<file path="config.mk">
export PLATFORM = sky130hd
export DESIGN_NAME = freq_gate_meter
export DESIGN_NICKNAME = d
export VERILOG_FILES = /design/src/rtl/freq_meas_pkg.sv /design/src/rtl/sync_edge.sv /design/src/rtl/freq_gate_meter.sv
export SDC_FILE = /design/constraint.sdc
export NUM_CORES = 1
export LEC_CHECK = 0
export CELL_PAD_IN_SITES_DETAIL_PLACEMENT = 1
export CELL_PAD_IN_SITES_GLOBAL_PLACEMENT = 1
export CORE_MARGIN = 4
export CORE_UTILIZATION = 45
export CTS_BUF_LIST = sky130_fd_sc_hd__clkbuf_2
export DETAILED_ROUTE_END_ITERATION = 6
export HOLD_SLACK_MARGIN = 0.03
export PLACE_DENSITY = 0.86
export SETUP_SLACK_MARGIN = 0.3
export SYNTH_ARGS = -nofsm -noshare
export SYNTH_HDL_FRONTEND = slang
export SYNTH_SLANG_ARGS = --single-unit
</file>
<file path="constraint.sdc">
create_clock -name clock -period 4.8 [get_ports clock]
set_input_delay 0.96 -clock clock [delete_from_list [all_inputs] [get_ports clock]]
set_output_delay 0.96 -clock clock [all_outputs]
set_load 0.005 [all_outputs]
</file>
<file path="src/rtl/freq_meas_pkg.sv">
// freq_meas_pkg
// Shared definitions for the frequency measurement blocks: the gated
// counter's state encoding and the default window/timeout constants that
// the gate generator also uses for its own timing.
package freq_meas_pkg;

   // Gated counter states: wait for a clean low gate, arm on the next rising
   // edge, count until the gate falls.
   typedef enum logic [1:0] {
      WAIT_LOW = 2'd0,
      ARM      = 2'd1,
      COUNT    = 2'd2
   } meas_state_e;

   // Default edge counter width (covers 100 MHz over a 1 s window).
   localparam int DEF_CNT_W   = 27;

   // Default gate watchdog limit in clock cycles.
   localparam int DEF_TIMEOUT = 50_000_000;

endpackage

</file>
<file path="src/rtl/sync_edge.sv">
// sync_edge
// Two-flop synchronizer for an asynchronous input, followed by one delay
// register for edge detection.
// Ports:
//   clock - system clock, rising edge
//   reset - asynchronous active-low reset
//   din   - asynchronous input
//   level - synchronized level
//   rise  - one-cycle strobe on a synchronized 0->1 transition
//   fall  - one-cycle strobe on a synchronized 1->0 transition
module sync_edge (
   input  logic clock,
   input  logic reset,
   input  logic din,
   output logic level,
   output logic rise,
   output logic fall
);

   logic meta;
   logic dly;

   // meta/level form the synchronizer; dly holds the previous level so
   // edges can be seen as a difference between two adjacent samples.
   always_ff @(posedge clock or negedge reset) begin
      if (!reset) begin
         meta  <= 1'b0;
         level <= 1'b0;
         dly   <= 1'b0;
      end else begin
         meta  <= din;
         level <= meta;
         dly   <= level;
      end
   end

   assign rise = level & ~dly;
   assign fall = ~level & dly;

endmodule

</file>
<file path="src/rtl/freq_gate_meter.sv">
// freq_gate_meter
// Gated TTL frequency counter. Counts synchronized rising edges of sig_in
// while the gate is high, latches the count when the gate falls, flags
// saturation, and watches for a gate that has stopped toggling.
// Ports:
//   clock     - system clock, rising edge
//   reset     - asynchronous active-low reset
//   gate      - asynchronous gate waveform
//   sig_in    - asynchronous signal under test
//   freq_cnt  - edge count of the last completed window
//   cnt_valid - one-cycle pulse when freq_cnt updates
//   cnt_ovf   - last completed window saturated
//   busy      - a window is being counted
//   gate_lost - no gate edge seen for TIMEOUT cycles
module freq_gate_meter
   import freq_meas_pkg::*;
#(
   parameter int CNT_W   = DEF_CNT_W,
   parameter int TIMEOUT = DEF_TIMEOUT
) (
   input  logic             clock,
   input  logic             reset,
   input  logic             gate,
   input  logic             sig_in,
   output logic [CNT_W-1:0] freq_cnt,
   output logic             cnt_valid,
   output logic             cnt_ovf,
   output logic             busy,
   output logic             gate_lost
);

   localparam int               TW       = $clog2(TIMEOUT + 1);
   localparam logic [TW-1:0]    T_MAX    = TW'(TIMEOUT);
   localparam logic [TW-1:0]    T_ONE    = TW'(1);
   localparam logic [CNT_W-1:0] CNT_ONE  = CNT_W'(1);

   logic gate_s, gate_rise, gate_fall;
   logic sig_s, sig_rise, sig_fall;
   logic unused_sig_bits;

   meas_state_e      state, state_next;
   logic [CNT_W-1:0] cnt, cnt_next;
   logic             ovf, ovf_next;
   logic [CNT_W-1:0] freq_next;
   logic             cnt_ovf_next;
   logic             valid_next;
   logic [1:0]       warm;
   logic [TW-1:0]    timer;

   sync_edge u_gate_sync (
      .clock (clock),
      .reset (reset),
      .din   (gate),
      .level (gate_s),
      .rise  (gate_rise),
      .fall  (gate_fall)
   );

   sync_edge u_sig_sync (
      .clock (clock),
      .reset (reset),
      .din   (sig_in),
      .level (sig_s),
      .rise  (sig_rise),
      .fall  (sig_fall)
   );

   // Only the rising strobe of the signal path is needed.
   assign unused_sig_bits = sig_s ^ sig_fall;

   // The synchronizer flops come out of reset at 0, so gate_s reads low for
   // two cycles even if the real gate is high. warm marks when gate_s holds
   // a genuine sample, so a window already open at reset release is not
   // mistaken for a low gate followed by a fresh rising edge.
   always_ff @(posedge clock or negedge reset) begin
      if (!reset) begin
         warm <= 2'b00;
      end else begin
         warm <= {warm[0], 1'b1};
      end
   end

   // State, counter and result registers. busy follows the next state so it
   // is high exactly while the registered state is COUNT.
   always_ff @(posedge clock or negedge reset) begin
      if (!reset) begin
         state     <= WAIT_LOW;
         cnt       <= '0;
         ovf       <= 1'b0;
         freq_cnt  <= '0;
         cnt_ovf   <= 1'b0;
         cnt_valid <= 1'b0;
         busy      <= 1'b0;
      end else begin
         state     <= state_next;
         cnt       <= cnt_next;
         ovf       <= ovf_next;
         freq_cnt  <= freq_next;
         cnt_ovf   <= cnt_ovf_next;
         cnt_valid <= valid_next;
         busy      <= (state_next == COUNT);
      end
   end

   // Window sequencing. The first edge of a window may arrive in the same
   // cycle as gate_rise, so ARM loads the counter with that edge rather than
   // clearing it. An edge coinciding with gate_fall belongs outside the
   // window and is dropped.
   always_comb begin
      state_next   = state;
      cnt_next     = cnt;
      ovf_next     = ovf;
      freq_next    = freq_cnt;
      cnt_ovf_next = cnt_ovf;
      valid_next   = 1'b0;
      unique case (state)
         WAIT_LOW: begin
            if (warm[1] && !gate_s) begin
               state_next = ARM;
            end
         end
         ARM: begin
            if (gate_rise) begin
               cnt_next   = {{(CNT_W-1){1'b0}}, sig_rise};
               ovf_next   = 1'b0;
               state_next = COUNT;
            end
         end
         COUNT: begin
            if (gate_fall) begin
               freq_next    = cnt;
               cnt_ovf_next = ovf;
               valid_next   = 1'b1;
               ovf_next     = 1'b0;
               state_next   = ARM;
            end else if (sig_rise) begin
               if (&cnt) begin
                  ovf_next = 1'b1;
               end else begin
                  cnt_next = cnt + CNT_ONE;
               end
            end
         end
         default: begin
            state_next = WAIT_LOW;
         end
      endcase
   end

   // Gate watchdog: cycles since the last gate edge, saturating at the
   // limit. It never touches the counting state; a window left open by a
   // dead gate just waits for the eventual fall.
   always_ff @(posedge clock or negedge reset) begin
      if (!reset) begin
         timer <= '0;
      end else if (gate_rise || gate_fall) begin
         timer <= '0;
      end else if (timer != T_MAX) begin
         timer <= timer + T_ONE;
      end
   end

   assign gate_lost = (timer == T_MAX);

endmodule

</file>
; ---- Word level (Yosys, flattened, before mapping)
; Index checks and enable logic that the tools add are counted.
[totals]
register_bits = 94
word_cells = 62
input_bits = 4
[classes]
mux = 18
reduce_logical = 10
n_addsub = 2
bitwise = 6
eq_ne = 11
[ops]
columns = op, n
row1 = $mux 27, 4
row2 = $pmux 27 s2, 1
row3 = $mux 26, 2
row4 = $add 27x1->27 const B, 1
row5 = $reduce_and 27->1, 1
row6 = $add 26x1->26 const B, 1
row7 = $eq 26x26->1 const B, 1
row8 = $ne 26x26->1 const B, 1
row9 = $ne 2x2->1 const B, 4
row10 = $mux 1, 6
row11 = $mux 2, 3
row12 = $ne 3x3->1 const B, 2
row13 = $pmux 2 s3, 1
row14 = $reduce_and 5->1, 1
row15 = $eq 2x2->1 const B, 2
row16 = $reduce_and 4->1, 1
row17 = $reduce_bool 2->1, 2
row18 = $and 1x1->1, 3
row19 = $not 1->1, 3
row20 = $eq 2x1->1 const B, 1
row21 = $logic_not 2->1, 1
row22 = $pmux 1 s2, 1
row23 = $reduce_and 2->1, 1
row24 = $logic_and 1x1->1, 1
row25 = other kinds (2), 2

; ---- Logic depth before layout (Yosys ltp)
[depth]
depth_word = 5
ltp_mapped = 7

; ---- Cells and area by module
; From an unflattened synthesis, not the netlist that was laid out.
[unflattened]
cells_unflattened = 405
area_unflattened_um2 = 4413.0
[by_module_without_submodules]
columns = mod, area_per_inst_um2, cells_per_inst, instances, seq_area_each_um2
row1 = freq_gate_meter, 4232.8, 395, 1, 2202.1
row2 = sync_edge, 90.1, 5, 2, 75.1

; ---- Least setup slack after synthesis
; No wires, ideal clock.
[synth_timing]
path_type = register to output
startpoint = reg timer[6]
endpoint = out gate_lost
t_required_ps = 3840
arrival_time_ps = 1684
path_buffers = 0
slack_ps = 2156
stages_incl_launch_ff = 4
cell_sequence = dfrtp_1 > or4b_1 > or4_4 > nor4_1
[synth_via]
elab_chain_len = 1
[synth_lines]
columns = item, line
row1 = start: declaration, freq_gate_meter.sv:48  ; logic [TW-1:0] timer;
row2 = start signal: assignment, freq_gate_meter.sv:159  ; timer <= timer + T_ONE;
row3 = $eq 26x26->1, freq_gate_meter.sv:163  ; assign gate_lost = (timer == T_MAX);
row4 = end: declaration, freq_gate_meter.sv:29  ; output logic gate_lost
; Every way passes these cells.

; ---- Worst setup path after layout
; Same ends and word-level chain as after synthesis.

==> summary.md <==
| Metric | Value |
|---|---|
| Logic pwr share | `12.8%` |
| Worst Setup Path Type | `flip-flop to output pin` |
| Initial cell density of the core | `47.18%` |
| Initial drt markers | `130` |
| # nets final | `452` |
| Chip height | `107.4 um` |
| Post-synth net total | `425` |
| Net Sw Frac | `28.82%` |
| Switching Power | `0.0004101 W` |
| Share of the synthesized area in the top cell type | `52.96%` |
| Layout Skew | `41.68 ps` |
| Top delay family on crit path | `simple AND/OR/NAND/NOR gates` |
| Worst hold path class | `primary input to asynchronous set/reset pin` |
| Post-synth cell types | `54` |
| Levels on crit path | `4` |
| Peak VDD IR | `0.1484 mV` |
| CTS tree | `yes` |
| Endpoint type of the worst setup path | `output pin` |
| Final worst-path cycle share | `80.72%` |
| Syn Inst Count | `416` |
| Seq/Total Area, Yosys | `52.96%` |
| Max-cap viol count | `0` |
| CP Cell Sequence | `or4b_1 -> or4_4 -> nor4_1 -> clkdlybuf4s50_1` |
| Quantity of I/O buffers inserted on ports | `34` |
| Synthesized area per cell | `10.68 um^2` |
| Area growth, synth to finish | `12.25%` |
| Final instance area | `0.004986 mm^2` |
| Hold Vio Cnt, Final | `0` |
| Row count | `35` |
| CTS root buffer | `clkbuf_2` |
| Max Clock Freq | `258.1 MHz` |
| Critical-path top delay cell | `clkdlybuf4s50_1` |
| Antenna cells | `0` |
| Core area | `0.009415 mm^2` |
| # DRC | `0` |
| Async SR Flop Fraction | `100.0%` |
| GRT Resource Usage Total | `18.91%` |
| Area contributors post-synth | `dfrtp_1, mux2_2, and2_1, a31oi_1, nand3_1` |
| Post-DRT Antenna Nets | `0` |
| PwrDens | `285.3 mW/mm^2` |
| Max-slew violations | `0` |
| RSZ-0062 raised after global routing | `false` |
| Global-route wire length before repair | `17,670 um` |
| CTS clk-pin slew, worst paths | `260 ps` |
| Setup TNS | `0 ps` |
| Int Pwr | `0.001013 W` |
| Crit Path Max Fanout | `6` |
| Worst reg-to-reg path cell count | `6` |
| DP Area | `0.004877 mm^2` |
| Ys flop type | `dfrtp_1` |
| Worst path bufs/invs | `1` |
| Leakage | `2.205 nW` |
| CP max stage delay | `570 ps` |
| Layout filler cell count | `1,029` |
| Layout cell share with drive strength beyond 1 | `12.30%` |
| Post-CTS setup buffers | `0` |
| Mapped Area | `0.004442 mm^2` |
| Final Non-Filler Cells | `576` |
| DRT Pass-1 Iters | `4` |
| Seq pwr share | `59.8%` |
| Synth warn | `0` |
| Vias | `3,316` |
| Crit start category | `flip-flop` |
| CTS max path bufs | `2` |
| Die area | `0.01152 mm^2` |
| Via-per-instance ratio | `5.757` |
| Grt ovf | `0` |
| Hold buffers post-CTS | `0` |
| Final wirelength | `9993 um` |
| Resize count post-CTS | `0` |
| H-Tree Level Count | `3` |
| Worst-Skew Late Latency | `560 ps` |
| Vias in the first global route | `3,511` |
| TritonCTS buffer count | `9` |
| I/O pin count | `35` |
| Detailed placer's ending HPWL | `6871 um` |
| Clk sinks | `94` |
| Die Span X | `107.4 um` |
| Placed cell count | `561` |
| Slew HR | `38.67%` |
| Gpl congestion | `0.8113` |
| WP data arrival | `2910 ps` |
| Final setup viols | `0` |
| Synth Register Bits | `94` |
| Fin crit period | `3874 ps` |
| Initial antenna violation count | `0` |
| Largest net degree at the start of global routing | `52` |
| Post-synth EDFFs | `0` |
| Worst-Margin Slew | `919.9 ps` |
| Worst path required time | `3840 ps` |
| Clock power frac | `27.4%` |
| Area leader, netlist | `dfrtp_1` |
| Worst hold margin | `367.2 ps` |
| WL/cell | `17.35 um` |
| Status | `finished, final reports clean` |
power groups by stage:
stage / registers [W] / logic, W / clock network (W)
global route: 0.000857 / 0.000205 / 0.000441
floorplan: 0.000857 / 0.000113 / 0
CTS: 0.000851 / 0.000186 / 0.000400
detailed placement: 0.000865 / 0.000184 / 0
finish: 0.000851 / 0.000182 / 0.000389
global placement: 0.000862 / 0.000176 / 0
final cells by class:
type | count | area, um^2 | area share (%)
clock buffers | 10 | 50.05 | 1.004
clock inverters | 5 | 58.81 | 1.179
inverters | 11 | 41.29 | 0.8281
multi-input cells | 290 | 1962 | 39.35
flip-flops and latches | 94 | 2352 | 47.18
well taps | 129 | 161.4 | 3.237
repair buffers | 37 | 360.3 | 7.227
sequential cells by signal, summed over array words and instances (netlist names):
signal	count
cnt	27
freq_cnt	27
timer	26
state	2
warm	2
busy	1
cnt_ovf	1
cnt_valid	1
ovf	1
u_gate_sync.dly	1
u_gate_sync.level	1
u_gate_sync.meta	1
u_sig_sync.dly	1
u_sig_sync.level	1
u_sig_sync.meta	1
metrics by stage:
stage / utilization, % / setup slack (ps) / total power (W)
finish: 52.96 / 925.7 / 0.001423
global route: 52.96 / 774.4 / 0.001503
CTS: 52.96 / 881.5 / 0.001438
detailed placement: 51.80 / 1528 / 0.001049
global placement: 51.80 / 1592 / 0.001039
floorplan: - / 2156 / 0.0009700
placed cells by master, fill, tap and decap left out, types with 7 or more instances in the layout:
cell and n:
a21oi_1 14, a31oi_1 19, and2_1 25, and4_1 7, clkbuf_2 10, clkdlybuf4s50_1 33
dfrtp_1 94, inv_1 11, mux2_2 25, nand2_1 30, nand3_1 23, nand4_1 14
nor2_1 16, nor3_1 10, o21ai_0 22, xnor2_1 12, xor2_1 9
routing by layer:
metal	wire length (um)	global-route usage, %	vias to the layer above
met5	0	0	-
met4	93	5.050	0
met3	305	3.299	12
met2	5089	32.13	57
met1	4505	25.07	1703
li1	-	-	1544
logic make-up (layout without fill, tap and decap cells):
| family | count (synthesis) | count (layout) | synth area share, % |
|---|---|---|---|
| DFF | 94 | 94 | 52.96 |
| muxes | 28 | 28 | 7.014 |
| and+or+nand+nor | 157 | 157 | 20.54 |
| buffers and inverters | 32 | 63 | 2.873 |
| xor gates and xnor gates | 21 | 21 | 4.141 |
| AOI/OAI and AO/OA | 78 | 78 | 10.99 |
| other | 1 | 1 | 0.08443 |
| adders and majority gates | 5 | 5 | 1.408 |
synthesized netlist by cell type, types with 2 or more instances:
cell type / instances
dfrtp_1: 94
nand2_1: 30
and2_1: 25
mux2_2: 25
nand3_1: 23
o21ai_0: 22
a31oi_1: 19
nor2_1: 16
a21oi_1: 14
nand4_1: 14
clkbuf_1: 13
xnor2_1: 12
inv_1: 11
nor3_1: 10
xor2_1: 9
and4_1: 7
ha_1: 5
nand2b_1: 5
nor2b_1: 5
a21o_1: 4
buf_1: 4
mux2i_1: 3
nor4_1: 3
o21a_1: 3
or3_1: 3
a22o_1: 2
a31o_2: 2
a41oi_1: 2
clkbuf_2: 2
nor3b_1: 2
nor4_4: 2
o31ai_1: 2
or4_1: 2
path summary, 6_finish.rpt:
path | startpoint | endpoint | slack, ps
setup reg to reg | cnt[0]$_DFFE_PN0P_ | cnt[0]$_DFFE_PN0P_ | 2030
setup / recovery | timer[6]$_DFFE_PN0P_ | gate_lost | 930
min in group clock | warm[0]$_DFF_PN0_ | warm[1]$_DFF_PN0_ | 370
hold / removal | reset | freq_cnt[7]$_DFFE_PN0P_ | 370
hold reg to reg | warm[0]$_DFF_PN0_ | warm[1]$_DFF_PN0_ | 370
max in group asynchronous | reset | timer[11]$_DFFE_PN0P_ | 3380
Power figures use the tool's default switching activity.
